### src/rtl/rom_stream_fifo.sv
// rom_stream_fifo: credit-based streamer from a synchronous ROM
// into an internal FIFO, with loop, abort and ROM latency options.
module rom_stream_fifo #(
  parameter int DW      = 32,
  parameter int AW      = 7,
  parameter int DEPTH   = 16,
  parameter int ROM_LAT = 1
) (
  input  logic                     clk_in,
  input  logic                     rst,
  input  logic                     start,
  input  logic                     stop,
  input  logic                     loop_mode,
  input  logic [AW-1:0]            base_addr,
  input  logic [AW:0]              length,
  output logic                     rom_en,
  output logic [AW-1:0]            rom_addr,
  input  logic [DW-1:0]            rom_data,
  input  logic                     rd_en,
  output logic [DW-1:0]            fifo_out,
  output logic                     fifo_empty,
  output logic                     fifo_full,
  output logic [$clog2(DEPTH):0]   fifo_count,
  output logic                     busy,
  output logic                     done
);
  localparam int PW = $clog2(DEPTH);
  localparam int CW = PW + 1;

  localparam logic [1:0] S_IDLE  = 2'd0;
  localparam logic [1:0] S_RUN   = 2'd1;
  localparam logic [1:0] S_DRAIN = 2'd2;
  localparam logic [1:0] S_DONE  = 2'd3;

  logic [1:0]         state_q, state_d;
  logic [AW-1:0]      base_q, base_d;
  logic [AW-1:0]      cur_q, cur_d;
  logic [AW:0]        len_q, len_d;
  logic [AW:0]        rem_q, rem_d;
  logic               loop_q, loop_d;
  logic [ROM_LAT-1:0] vld_q, vld_d;
  logic [PW-1:0]      wr_ptr_q, wr_ptr_d;
  logic [PW-1:0]      rd_ptr_q, rd_ptr_d;
  logic [CW-1:0]      cnt_q, cnt_d;
  logic [DW-1:0]      out_q, out_d;
  logic [DW-1:0]      mem_q [DEPTH];

  logic [CW:0] infl;
  logic [CW:0] used;
  logic        issue;
  logic        push;
  logic        pop;

  // Credit counts FIFO entries plus words still travelling through the ROM.
  always_comb begin
    infl = '0;
    for (int i = 0; i < ROM_LAT; i++) begin
      infl = infl + (CW+1)'(vld_q[i]);
    end
    used  = {1'b0, cnt_q} + infl;
    issue = (state_q == S_RUN) && !stop
         && (rem_q != '0)
         && (used < (CW+1)'(DEPTH));
    push  = vld_q[ROM_LAT-1];
    pop   = rd_en && (cnt_q != '0);
  end

  always_comb begin
    state_d = state_q;
    base_d  = base_q;
    cur_d   = cur_q;
    len_d   = len_q;
    rem_d   = rem_q;
    loop_d  = loop_q;
    vld_d[0] = issue;
    for (int i = 1; i < ROM_LAT; i++) begin
      vld_d[i] = vld_q[i-1];
    end
    unique case (state_q)
      S_IDLE: begin
        if (start) begin
          base_d  = base_addr;
          cur_d   = base_addr;
          len_d   = length;
          rem_d   = length;
          loop_d  = loop_mode;
          state_d = (length == '0) ? S_DONE : S_RUN;
        end
      end
      S_RUN: begin
        if (stop) begin
          state_d = S_DRAIN;
        end else if (issue) begin
          cur_d = cur_q + 1'b1;
          rem_d = rem_q - 1'b1;
          if (rem_q == (AW+1)'(1)) begin
            if (loop_q) begin
              cur_d = base_q;
              rem_d = len_q;
            end else begin
              state_d = S_DRAIN;
            end
          end
        end
      end
      S_DRAIN: begin
        if (infl == '0) state_d = S_DONE;
      end
      S_DONE: state_d = S_IDLE;
      default: state_d = S_IDLE;
    endcase
  end

  always_comb begin
    wr_ptr_d = wr_ptr_q + PW'(push);
    rd_ptr_d = rd_ptr_q + PW'(pop);
    cnt_d    = cnt_q + CW'(push) - CW'(pop);
    out_d    = pop ? mem_q[rd_ptr_q] : out_q;
  end

  always_ff @(posedge clk_in or posedge rst) begin
    if (rst) begin
      state_q  <= S_IDLE;
      base_q   <= '0;
      cur_q    <= '0;
      len_q    <= '0;
      rem_q    <= '0;
      loop_q   <= 1'b0;
      vld_q    <= '0;
      wr_ptr_q <= '0;
      rd_ptr_q <= '0;
      cnt_q    <= '0;
      out_q    <= '0;
    end else begin
      state_q  <= state_d;
      base_q   <= base_d;
      cur_q    <= cur_d;
      len_q    <= len_d;
      rem_q    <= rem_d;
      loop_q   <= loop_d;
      vld_q    <= vld_d;
      wr_ptr_q <= wr_ptr_d;
      rd_ptr_q <= rd_ptr_d;
      cnt_q    <= cnt_d;
      out_q    <= out_d;
    end
  end

  always_ff @(posedge clk_in) begin
    if (push) mem_q[wr_ptr_q] <= rom_data;
  end

  assign rom_en     = issue;
  assign rom_addr   = cur_q;
  assign fifo_out   = out_q;
  assign fifo_empty = (cnt_q == '0);
  assign fifo_full  = (cnt_q == CW'(DEPTH));
  assign fifo_count = cnt_q;
  assign busy       = (state_q != S_IDLE);
  assign done       = (state_q == S_DONE);

endmodule

### config.mk
export PLATFORM = sky130hd
export DESIGN_NAME = rom_stream_fifo
export DESIGN_NICKNAME = d
export VERILOG_FILES = /design/src/rtl/rom_stream_fifo.sv
export SDC_FILE = /design/constraint.sdc
export NUM_CORES = 1
export LEC_CHECK = 0
export ABC_AREA = 1
export CORE_ASPECT_RATIO = 0.75
export CORE_UTILIZATION = 60
export DETAILED_ROUTE_END_ITERATION = 16
export PLACE_DENSITY = 0.79
export RECOVER_POWER = 25
export SYNTH_ARGS = -nofsm -noshare
export SYNTH_HDL_FRONTEND = slang
export SYNTH_SLANG_ARGS = --single-unit
### constraint.sdc
create_clock -name clk_in -period 3.65 [get_ports clk_in]
set_input_delay 0.73 -clock clk_in [delete_from_list [all_inputs] [get_ports clk_in]]
set_output_delay 0.73 -clock clk_in [all_outputs]
set_load 0.05 [all_outputs]
# --- Yosys cells after proc, flatten, opt, wreduce, memory -nomap -nowiden ---
# Memories as Yosys holds them, arrays and structs flattened. A register that Yosys moved wholly into a read port is not among the register bits.
# Cells that the tools add are included.
totals:
  wordCells: 69
  memories: 1
  out_inout_bits: 49
  mem_bits_rw: 512
  regBits: 47
memory_table:
  columns: ["memory", "depth", "width", "read_ports", "rd_clocked_by_memory_dff", "write_ports", "line_no", "text"]
  rows:
  - ["mem_q", 16, 32, 1, 1, 1, "46", "logic [DW-1:0] mem_q [DEPTH];"]
op_classes:
  eq_ne: 12
  reduce_logical: 16
  n_lt_le_gt_ge: 1
  n_addsub: 7
  mux: 22
op_table:
  columns: ["cell", "n"]
  rows:
  - ["$mux 8", 5]
  - ["$mux 7", 5]
  - ["$pmux 8 s2", 1]
  - ["$mux 2", 7]
  - ["$pmux 7 s2", 1]
  - ["$add 4x1->4", 2]
  - ["$eq 8x1->1 const B", 1]
  - ["$logic_not 8->1", 1]
  - ["$ne 2x2->1 const B", 4]
  - ["$pmux 2 s4", 1]
  - ["$reduce_bool 8->1", 1]
  - ["$sub 8x1->8 const B", 1]
  - ["$add 7x1->7 const B", 1]
  - ["$add 5x1->6", 1]
  - ["$logic_not 6->1", 1]
  - ["$lt 6x5->1 const B", 1]
  - ["$ne 3x3->1 const B", 2]
  - ["$add 5x1->5", 1]
  - ["$eq 5x5->1 const B", 1]
  - ["$logic_not 5->1", 1]
  - ["$reduce_and 5->1", 1]
  - ["$reduce_bool 5->1", 1]
  - ["$sub 5x1->5", 1]
  - ["$eq 2x2->1 const B", 2]
  - ["9 further kinds", 14]

# --- Logic depth before layout (Yosys ltp) ---
depth:
  ltp_word: 7
  depth_mapped: 14
  ltp_nobuf: 13

# --- Least setup slack after synthesis ---
# No wires, ideal clock.
synth_timing:
  path_type: "reg2reg"
  start: "register cnt_q[2], in the netlist fifo_count[2]"
  end: "register cnt_q[4], in the netlist fifo_count[4]"
  n_path_buf: 1
  required_time_ns: 3.571
  stages_incl_launch_ff: 15
  t_arrival_ns: 2.937
  period_less_slack_ns: 3.016
  setup_slack_ns: 0.634
  path_cell_list: "dfrtp_1 > inv_1 > ha_1 > nand2_1 > o21ai_1 > inv_1 > clkbuf_1 > ha_1 > inv_1 > ha_1 > fa_1 > a21oi_1 > nor2_1 > nor2_1 > xor2_1"
synth_between:
  elab_chain_len: 3
  elab_cells_between_ends: 4
  classes_between: "2 x add/sub; 2 x reduce/logical"
synth_lines:
  columns: ["item", "line_no", "text"]
  rows:
  - ["start, declared", "44", "logic [CW-1:0] cnt_q, cnt_d;"]
  - ["start signal, assigned", "144", "cnt_q <= cnt_d;"]
  - ["$reduce_bool 5->1", "65", "pop = rd_en && (cnt_q != '0);"]
  - ["$logic_and 1x1->1", "65", null]
  - ["via pop", "52", "logic pop;"]
  - ["$sub 5x1->5", "117", "cnt_d = cnt_q + CW'(push) - CW'(pop);"]
  - ["via cnt_d[4]", "44", null]
# The timed path passes the listed nets, and every way through them passes these cells.
# A chain may end at the register's enable or synchronous reset.

# --- Final worst setup path ---
layout_timing:
  start: "register state_q[1]"
  end: "output port rom_en"
layout_between:
  elab_chain_len: 4
layout_lines:
  columns: ["item", "line_no", "text"]
  rows:
  - ["start, declared", "35", "logic [1:0] state_q, state_d;"]
  - ["start signal, assigned", "135", "state_q <= state_d;"]
  - ["$eq 2x1->1", "61", "issue = (state_q == S_RUN) && !stop"]
  - ["$logic_and 1x1->1", "61", null]
  - ["$logic_and 1x1->1", "62", "&& (rem_q != '0)"]
  - ["$logic_and 1x1->1", "63", "&& (used < (CW+1)'(DEPTH));"]
  - ["end, declared", "16", "output logic rom_en,"]
# Every way passes these cells.

==> results.toml <==
[pwr]
clkPwrFrac_pct = 25.2
p_sw_uw = 8750
finalPower_uw = 22400
p_leak_uw = 0.0104
cellPowerDensity_mw_per_mm2 = 805
pwr-share-seq_pct = 37.7
vdd_drop_max_v = 0.00103
p_int_uw = 13600
swShare_pct = 39.2
comb_power_share_pct = 37.2

[synth]
synth_compound_area_share_pct = 1.86
synth-simple-area-share_pct = 22.0
yosysUniqueCellTypes = 33
synth_top_family_by_area = "simple AND/OR/NAND/NOR gates"
ys_warn_count = 0
syn_nets = 2203
ys_seq_area_share_pct = 71.3
synth_area_per_cell_um2 = 11.4
synthCells = 2129
synth_xor_area_share_pct = 0.288
synth_mux_area_share_pct = 0.602
synth_flop_cell = "edfxtp_1"
syn_area_mm2 = 0.0243
synthArstFlopShare_pct = 13.4
synth_adder_area_share_pct = 1.11
synth_seq_cells = 591
synth-edff-count = 512

[critical_path]
timing.rr.start = "fifo_count[2]$_DFF_PP0_"
critPathRequiredTime_ps = 2920
slowest_delay_ps = 410
start_kind = "register"
slowest_stage = "dfrtp_1"
critPathBufInv = 4
worstSetupStartpoint = "state_q[1]$_DFFE_PP0P_"
cp.arrival_ps = 2520
crit_chain = "inv_1 > ha_1 > buf_4 > inv_1 > nor2_2 > o21ai_2 > nor2_4 > buf_4"
crit_type = "reg2out"
crit_fanout = 19
end_kind = "output pin"
crit_family = "buffers and inverters"

[timing]
rsz0062_at_grt = "no"
final_hold_viol_count = 0
fin_crit_ps = 3250
max_freq_ghz = 0.308
clock_skew_ps = 18.6
min_period_over_period_pct = 88.9
relSlewSlack_pct = -20.8
worst_slew_pin_slew_ps = 1800
setup_violations = 0
setup_tns_ps = 0
drv_slew = 34

[global_routing]
antenna_found_initial = 3
met3_usage_pct = 5.17
overflow = 0
use_met2_pct = 46.3
grt_max_degree = 258
met1_usage_pct = 41.7
grt_pass1_wl_um = 91600
grt_pass1_vias = 16400
top_usage_layer = "met2"
grtUsageTotal_pct = 29.3

[routing]
routed_wl_um = 60100
avgViaCountPerCell = 6.06
ant_nets = 0
first_pass_iters = 6
drt_iter0_markers = 2234
avgRoutedWirePerCell_um = 21.6
num_vias = 16800
route.detailed.drc = 0

[clock_tree]
cts_max_level = 2
cts_buffer_depth = 3
post_cts_buffers = 0
cts_tree = "yes"
clk_pin_slew_ps = 60
clock-root-buffer = "clkbuf_16"
cts_buffers = 55
postCtsResizedCells = 0
clock_sinks = 591
hold_buffers = 0
clock_latency_ps = 590

[min_path]
hp-class = "reg2reg"
min_from = "rem_q[1]$_DFFE_PP0P_"

[floorplan]
rows = 63
die_height_um = 176
initial_core_util_pct = 61.2
die_area_mm2 = 0.0414
dieWidth_um = 235
core_mm2 = 0.0397
ios = 102

[outcome]
status = "complete, but fails checks"
violations = "max-capacitance violations, max-slew violations"

[placed_design]
place_hpwl_um = 31500
gp_congestion = 0.830
io_buffer_count = 101

[flow_run]
max_cap_violations = 1

[finish]
fin_nets = 2280
drive_gt1_share_pct = 7.77
area_growth_pct = 14.2
-- layout make-up --
type,instances,area (um^2)
timing repair buffer,140,1440
fill,2676,11900
sequential,591,17400
antenna,2,5.00
tap,520,651
clock inverter,21,206
inverter,39,155
multi-input combinational,1379,6410
clock buffer,83,1550
-- flip-flops by register name, indices dropped and copies added (netlist names) --
register / cells
mem_q: 512
fifo_out: 32
rd_ptr_q: 4
rem_q: 8
push: 1
loop_q: 1
len_q: 8
state_q: 2
fifo_count: 5
wr_ptr_q: 4
rom_addr: 7
base_q: 7
-- tightest hold or removal path, stage by stage, from the launching register on --
cell	delay, ps
dfrtp_1	350
nand2_1	60
nand2_1	50
-- stage by stage --
stage          area [um^2]  utilization [%]  setup slack (ps)  hold slack, ps  cells
2_1_floorplan        24300                -               634             433   2129
3_3_place_gp         26000             65.5               771             454   2669
3_5_place_dp         26000             65.5               764             471   2669
4_1_cts              27800             69.9               431             491   2773
5_1_grt              27800             69.9               289             516   2774
6_report             27800             69.9               405             497   2775
-- power groups by stage --
stage	Clock [uW]	Sequential, uW	Combinational, uW
2_1_floorplan	0	9230	4960
3_3_place_gp	0	8510	7870
3_5_place_dp	0	8540	8110
4_1_cts	5660	8410	8240
5_1_grt	5920	8470	9040
6_report	5630	8420	8310
-- path summary, 6_finish.rpt --
| kind | cells after the start | to | slack (ps) |
|---|---|---|---|
| max | 8 | rom_en | 400 |
| min | 2 | rem_q[1]$_DFFE_PP0P_ | 500 |
| max reg2reg | 13 | fifo_count[4]$_DFF_PP0_ | 1050 |
| min reg2reg | 2 | rem_q[1]$_DFFE_PP0P_ | 500 |
| max in group asynchronous | 3 | rem_q[6]$_DFFE_PP0P_ | 1320 |
| min in group asynchronous | 2 | fifo_count[0]$_DFF_PP0_ | 1040 |
-- per-layer routing --
layer | wire, um | vias up
met4 | 1480 | 2
met5 | 13 | -
met3 | 6570 | 125
met2 | 28200 | 1004
li1 | - | 7542
met1 | 23700 | 8147
-- synth_stat cells, types with 11 or more instances --
| library cell | count | share of area, % |
|---|---|---|
| nand2_1 | 739 | 11 |
| edfxtp_1 | 512 | 63 |
| nand3_1 | 409 | 8.4 |
| dfrtp_1 | 79 | 8.1 |
| nor2_1 | 68 | 1.0 |
| a21oi_1 | 67 | 1.4 |
| buf_2 | 57 | 1.2 |
| clkbuf_1 | 41 | 0.63 |
| inv_1 | 38 | 0.59 |
| ha_1 | 20 | 1.0 |
| buf_1 | 17 | 0.26 |
| o21ai_0 | 15 | 0.31 |
| mux2_2 | 13 | 0.60 |
| nand3b_1 | 11 | 0.34 |
-- cell families after synthesis --
family | after synthesis
and+or+nand+nor | 1251
DFF | 591
buffers and inverters | 159
AOI/OAI and AO/OA | 86
adders and majority gates | 21
muxes | 13
xor gates and xnor gates | 8
-- cells in the final DEF (no fill, tap or decap), types with 3 or more instances in the layout --
cell	count
nand4_1	4
clkinv_1	4
xor2_1	7
clkbuf_8	5
nand3_2	3
o21ai_0	15
nor2_2	4
buf_12	11
clkbuf_1	23
clkinv_2	9
bufinv_16	3
nand3_1	409
mux2_2	13
nand3b_1	11
clkdlybuf4s50_1	80
inv_6	3
a21oi_1	67
clkbuf_16	56
nand2_2	3
nor2_1	52
ha_1	20
nand2_1	739
dfrtp_1	76
edfxtp_1	512
dlygate4sd3_1	20
inv_1	34
buf_4	28
nor2_4	19
No activity file was read; power rests on OpenSTA's default activity.
